--- src/rtl/event_blinker_pkg.sv ---
// rtl/event_blinker_pkg.sv - shared state encoding and default parameters for event_blinker
package event_blinker_pkg;

  typedef enum logic [1:0] {
    ST_IDLE = 2'd0,
    ST_ON   = 2'd1,
    ST_OFF  = 2'd2
  } state_t;

  localparam logic [27:0] DEF_TICK_VAL  = 28'h3D0900;
  localparam int          DEF_ON_TICKS  = 4;
  localparam int          DEF_OFF_TICKS = 4;
  localparam int          DEF_PEND_W    = 4;
  localparam int          TICK_CNT_W    = 16;

endpackage

--- src/rtl/tick_gen.sv ---
// rtl/tick_gen.sv - prescaler emitting a one-clk tick every TICK_VAL+1 enabled cycles
module tick_gen
  import event_blinker_pkg::*;
#(
  parameter logic [27:0] TICK_VAL = DEF_TICK_VAL
) (
  input  logic clk,
  input  logic rst,
  input  logic clr,
  input  logic en,
  output logic tick
);

  logic [27:0] count;

  // Held at zero whenever disabled so a fresh enable always starts a full period
  always_ff @(posedge clk) begin
    if (rst || clr || !en) begin
      count <= '0;
    end else if (count == TICK_VAL) begin
      count <= '0;
    end else begin
      count <= count + 28'd1;
    end
  end

  assign tick = en && (count == TICK_VAL);

endmodule

--- src/rtl/event_blinker.sv ---
// rtl/event_blinker.sv - blinks an LED once per accepted event, queuing events that arrive while busy
module event_blinker
  import event_blinker_pkg::*;
#(
  parameter logic [27:0] TICK_VAL  = DEF_TICK_VAL,
  parameter int          ON_TICKS  = DEF_ON_TICKS,
  parameter int          OFF_TICKS = DEF_OFF_TICKS,
  parameter int          PEND_W    = DEF_PEND_W
) (
  input  logic              clk,
  input  logic              rst,
  input  logic              event_pulse,
  output logic              led_out,
  output logic              busy,
  output logic [PEND_W-1:0] pend_cnt,
  output logic              overflow
);

  localparam logic [TICK_CNT_W-1:0] ON_LAST  = TICK_CNT_W'(ON_TICKS - 1);
  localparam logic [TICK_CNT_W-1:0] OFF_LAST = TICK_CNT_W'(OFF_TICKS - 1);
  localparam logic [PEND_W-1:0]     PEND_MAX = '1;

  state_t                  state;
  state_t                  state_next;
  logic [TICK_CNT_W-1:0]   tick_cnt;
  logic                    tick;
  logic                    state_change;
  logic                    go_on;
  logic                    pend_nz;
  logic                    pend_inc;
  logic                    pend_dec;

  assign state_change = (state_next != state);

  tick_gen #(
    .TICK_VAL (TICK_VAL)
  ) u_tick_gen (
    .clk  (clk),
    .rst  (rst),
    .clr  (state_change),
    .en   (state != ST_IDLE),
    .tick (tick)
  );

  always_comb begin
    state_next = state;
    go_on      = 1'b0;
    pend_nz    = (pend_cnt != '0);
    case (state)
      ST_IDLE: begin
        if (event_pulse || pend_nz) begin
          state_next = ST_ON;
          go_on      = 1'b1;
        end
      end
      ST_ON: begin
        if (tick && (tick_cnt == ON_LAST)) begin
          state_next = ST_OFF;
        end
      end
      ST_OFF: begin
        if (tick && (tick_cnt == OFF_LAST)) begin
          if (event_pulse || pend_nz) begin
            state_next = ST_ON;
            go_on      = 1'b1;
          end else begin
            state_next = ST_IDLE;
          end
        end
      end
      default: state_next = ST_IDLE;
    endcase
  end

  // A new blink takes the oldest pending event first; the live pulse is queued instead
  assign pend_dec = go_on && pend_nz;
  assign pend_inc = event_pulse && (!go_on || pend_nz);

  always_ff @(posedge clk) begin
    if (rst) begin
      state    <= ST_IDLE;
      led_out  <= 1'b0;
      busy     <= 1'b0;
      tick_cnt <= '0;
      pend_cnt <= '0;
      overflow <= 1'b0;
    end else begin
      state   <= state_next;
      led_out <= (state_next == ST_ON);
      busy    <= (state_next != ST_IDLE);

      if (state_change) begin
        tick_cnt <= '0;
      end else if (tick) begin
        tick_cnt <= tick_cnt + 1'b1;
      end

      if (pend_inc && !pend_dec) begin
        if (pend_cnt == PEND_MAX) begin
          overflow <= 1'b1;
        end else begin
          pend_cnt <= pend_cnt + 1'b1;
        end
      end else if (pend_dec && !pend_inc) begin
        pend_cnt <= pend_cnt - 1'b1;
      end
    end
  end

endmodule

--- config.mk ---
export PLATFORM = sky130hd
export DESIGN_NAME = event_blinker
export DESIGN_NICKNAME = d
export VERILOG_FILES = /design/src/rtl/event_blinker_pkg.sv /design/src/rtl/tick_gen.sv /design/src/rtl/event_blinker.sv
export SDC_FILE = /design/constraint.sdc
export NUM_CORES = 1
export LEC_CHECK = 0
export BUFFER_PORTS_ARGS = -buffer_cell sky130_fd_sc_hd__buf_2
export CORE_MARGIN = 2
export CORE_UTILIZATION = 60
export DETAILED_ROUTE_END_ITERATION = 10
export GPL_TIMING_DRIVEN = 0
export PLACE_DENSITY = 0.8
export SLEW_MARGIN = 20
export SYNTH_ARGS = -nofsm -noshare
export SYNTH_HDL_FRONTEND = slang
export SYNTH_SLANG_ARGS = --single-unit
--- constraint.sdc ---
create_clock -name clk -period 3.8 [get_ports clk]
set_input_delay 0.57 -clock clk [delete_from_list [all_inputs] [get_ports clk]]
set_output_delay 0.57 -clock clk [all_outputs]
set_load 0.02 [all_outputs]
==> results.md <==
- Status: complete, no violations
- Max-Cap Viols: 0
- Crit path time final: 3370 ps
- Sw power: 359 µW
- Vias/cell: 5.82
- Mapped Avg Cell Area: 8.52 µm²
- Fin nets: 335
- Core area: 4290 µm²
- Critical path buffer and inverter count: 1
- First-pass GRT wire length: 8950 µm
- Drt first pass iters: 4
- Cts hold-fix bufs: 0
- Combinational share of power: 0.212
- Port Buf Inserts: 9
- Peak VDD IR: 267 µV
- Int Power: 810 µW
- Mapped Area: 2640 µm²
- RSZ-0062 raised after global routing: false
- Clock power share: 0.263
- Vias in the first global route: 2066
- Num CTS Buffers: 5
- WL/cell: 13.4 µm
- Crit end category: flop
- CP top delay family: simple AND/OR/NAND/NOR gates
- Startpoint Class: flop
- Hold WS: 463 ps
- Slew at the pin closest to its max-slew limit: 711 ps
- Clock tree sinks: 53
- Met3 Use GR: 0.0505
- Worst-Skew Late Latency: 300 ps
- Synth top cells by count: dfxtp_1, nor2_1, xnor2_1
- Asr flop ratio synth: 0
- Setup Crit Path Kind: reg -> reg
- Pins Over Slew Limit: 0
- EDFF count, synth: 0
- Syn_nets: 319
- Die area: 4950 µm²
- Final worst slack: 428 ps
- Switching part of the total: 0.307
- Largest net degree at the start of global routing: 17
- Root Buffer: clkbuf_8
- Leak pwr: 0.000883 µW
- HP Start: overflow$_SDFFE_PP0P_
- Met2 Usage GRT: 0.364
- Die width: 70.4 µm
- Placed cell area: 2750 µm²
- Hold Path Depth: 2
- Critical Path, Cell by Cell: or4_1 > or3_1 > buf_6 > o31a_4 > o21ai_1 > ha_1 > a21o_1 > a21oi_1 > nand2_1 > or3_1 > nand4_1
- Initial Util: 0.615
- CP Max Fanout: 9
- Crit path largest cell delay: 550 ps
- Worst r2r src: u_tick_gen.count[12]$_SDFF_PP0_
- Grt met1 use: 0.290
- Relative slew slack: 0.523
- Die Span Y: 70.4 µm
- Dominant cell type by area after synthesis: dfxtp_1
- Sequential share of power: 0.525
- Post-CTS setup buffer count: 0
- Slowest stage cell, crit path: or4_1
- Core Rows: 24
- Final Hold Viols: 0
- N_diodes: 0
- Cell area after layout: 2840 µm²
- Final Setup Violations: 0
- Flop-to-flop setup slack: 430 ps
- Top-area cell type share of the netlist area: 0.402
- Htree depth: 2
- Max frequency: 297 MHz
- Placer Congestion: 0.797
- Initial drt markers: 204
- Busiest grt layer: met2
- Yosys warnings: 0
- Most used cell, CP: or3_1
- Skew final: 4.25 ps
- Sequential fraction of the synthesis area: 0.402
- Final worst-path cycle share: 0.887
- Final WL: 5070 µm
- Worst r2r dst: pend_cnt[3]$_SDFFE_PP0P_
- Final Power: 1170 µW
- Longest Clk Path Bufs: 2
- Worst hold path class: reg -> reg
- Setup_tns: 0 ps
- GRT overflow: 0
- TritonCTS clock tree: done
- Worst slack at placement: 277 ps
- DP HPWL: 3630 µm
- Arr. time, crit path: 3620 ps
- Tot GR Track Use: 0.220
- Clock Pin Slew Worst Setup and Hold Paths: 90 ps
- Hold Path Sink: overflow$_SDFFE_PP0P_
- Synthesized instance count: 310
- DRC Markers: 0
- Vias: 2207
- Register bit count reported by yosys: 53
- Ranking of synthesized cells by area: dfxtp_1, xnor2_1, nor2_1, nand4_1, a21oi_1
- Synth cell types: 41
- Primary FF master, synth: dfxtp_1
- Share of cells above drive strength 1: 0.0856
- Final ANT Viol Nets: 0
- Initial antenna violation count: 0
- P per Cell Area: 412 nW/µm²
- Num ports: 10
- Top-count cell post-synth: dfxtp_1
- Worst reg2reg path depth: 11
- Area Growth Syn to Fin: 7.43%
- CP Data Required Time: 4050 ps
==> flip-flops by register name (all words and copies together), names as in the netlist <==
register and count:
tick_cnt 16, u_tick_gen.count 28, overflow 1, busy 1
pend_cnt 4, state 2, led_out 1
==> metal layers <==
metal | vias to the layer above | wire (µm)
met3 | 2 | 135
met1 | 1023 | 2460
met4 | 0 | 8
met5 | - | 0
li1 | 1156 | -
met2 | 26 | 2470
==> power groups by stage <==
stage	combinational, µW	sequential [µW]	clock (µW)
global route	279	621	340
CTS	248	615	319
global placement	244	627	0
floorplan	164	649	0
detailed placement	247	627	0
finish	248	615	307
==> cell usage in the layout, fill, tap and decap left out, drive strengths merged, types with 3 or more instances in the layout <==
cell type | synthesis | layout
a211oi | 3 | 3
a21oi | 16 | 16
and3 | 3 | 3
and4 | 5 | 5
buf | 4 | 13
clkbuf | 7 | 12
dfxtp | 53 | 53
ha | 5 | 5
inv | 5 | 5
mux2 | 3 | 3
nand2 | 18 | 18
nand2b | 7 | 7
nand3 | 10 | 10
nand4 | 18 | 18
nor2 | 43 | 43
nor3 | 12 | 12
nor4 | 12 | 12
nor4b | 3 | 3
o21ai | 14 | 14
o31ai | 4 | 4
or3 | 13 | 13
or4 | 6 | 6
xnor2 | 21 | 21
xor2 | 9 | 9
==> worst register-to-register path: stages (launching register included) <==
cell and delay, ps:
dfxtp_1 390, or4_1 560, or3_1 400, buf_6 150, o31a_4 310, o21ai_1 340
ha_1 300, a21o_1 180, a21oi_1 240, nand2_1 70, or3_1 300, nand4_1 90
==> stage by stage <==
stage	instances	utilization
after detailed placement	371	0.641
final	379	0.661
after global routing	379	0.661
after floorplan	310	-
after global placement	371	0.641
after CTS	379	0.661
==> how the worst max path moves through the flow <==
stage | startpoint | endpoint | slack [ps] | cells after the start
2_1_floorplan | u_tick_gen.count[3]$_SDFF_PP0_ | pend_cnt[3]$_SDFFE_PP0P_ | 580 | 11
3_3_place_gp | u_tick_gen.count[3]$_SDFF_PP0_ | pend_cnt[3]$_SDFFE_PP0P_ | 310 | 11
5_1_grt | u_tick_gen.count[0]$_SDFF_PP0_ | pend_cnt[3]$_SDFFE_PP0P_ | 170 | 12
3_5_place_dp | u_tick_gen.count[12]$_SDFF_PP0_ | pend_cnt[3]$_SDFFE_PP0P_ | 280 | 11
4_1_cts | u_tick_gen.count[3]$_SDFF_PP0_ | pend_cnt[3]$_SDFFE_PP0P_ | 260 | 11
6_report | u_tick_gen.count[12]$_SDFF_PP0_ | pend_cnt[3]$_SDFFE_PP0P_ | 430 | 11
==> repair_timing <==
action	CTS	global route
resized for setup	0	1
endpoints found under the hold margin	0	0
setup endpoints to repair	0	1
==> kinds of logic after synthesis <==
logic type / count (synthesis) / share of synthesized area
AO/OA/AOI/OAI: 45 / 0.107
XOR/XNOR: 30 / 0.0994
adder cells (fa/ha/maj): 6 / 0.0313
buffers and inverters: 16 / 0.0279
flip-flops: 53 / 0.402
multiplexers: 5 / 0.0204
AND/OR/NAND/NOR: 155 / 0.313
==> final cells by class <==
class	count	area (µm²)
Clock inverter	3	17.5
Inverter	5	18.8
Timing Repair Buffer	9	45.0
Fill cell	375	1460
Multi-Input combinational cell	241	1510
Sequential cell	53	1060
Buffer	11	55.1
Tap cell	52	65.1
Clock buffer	5	68.8
Note: power is estimated with default switching activity, not from simulation.
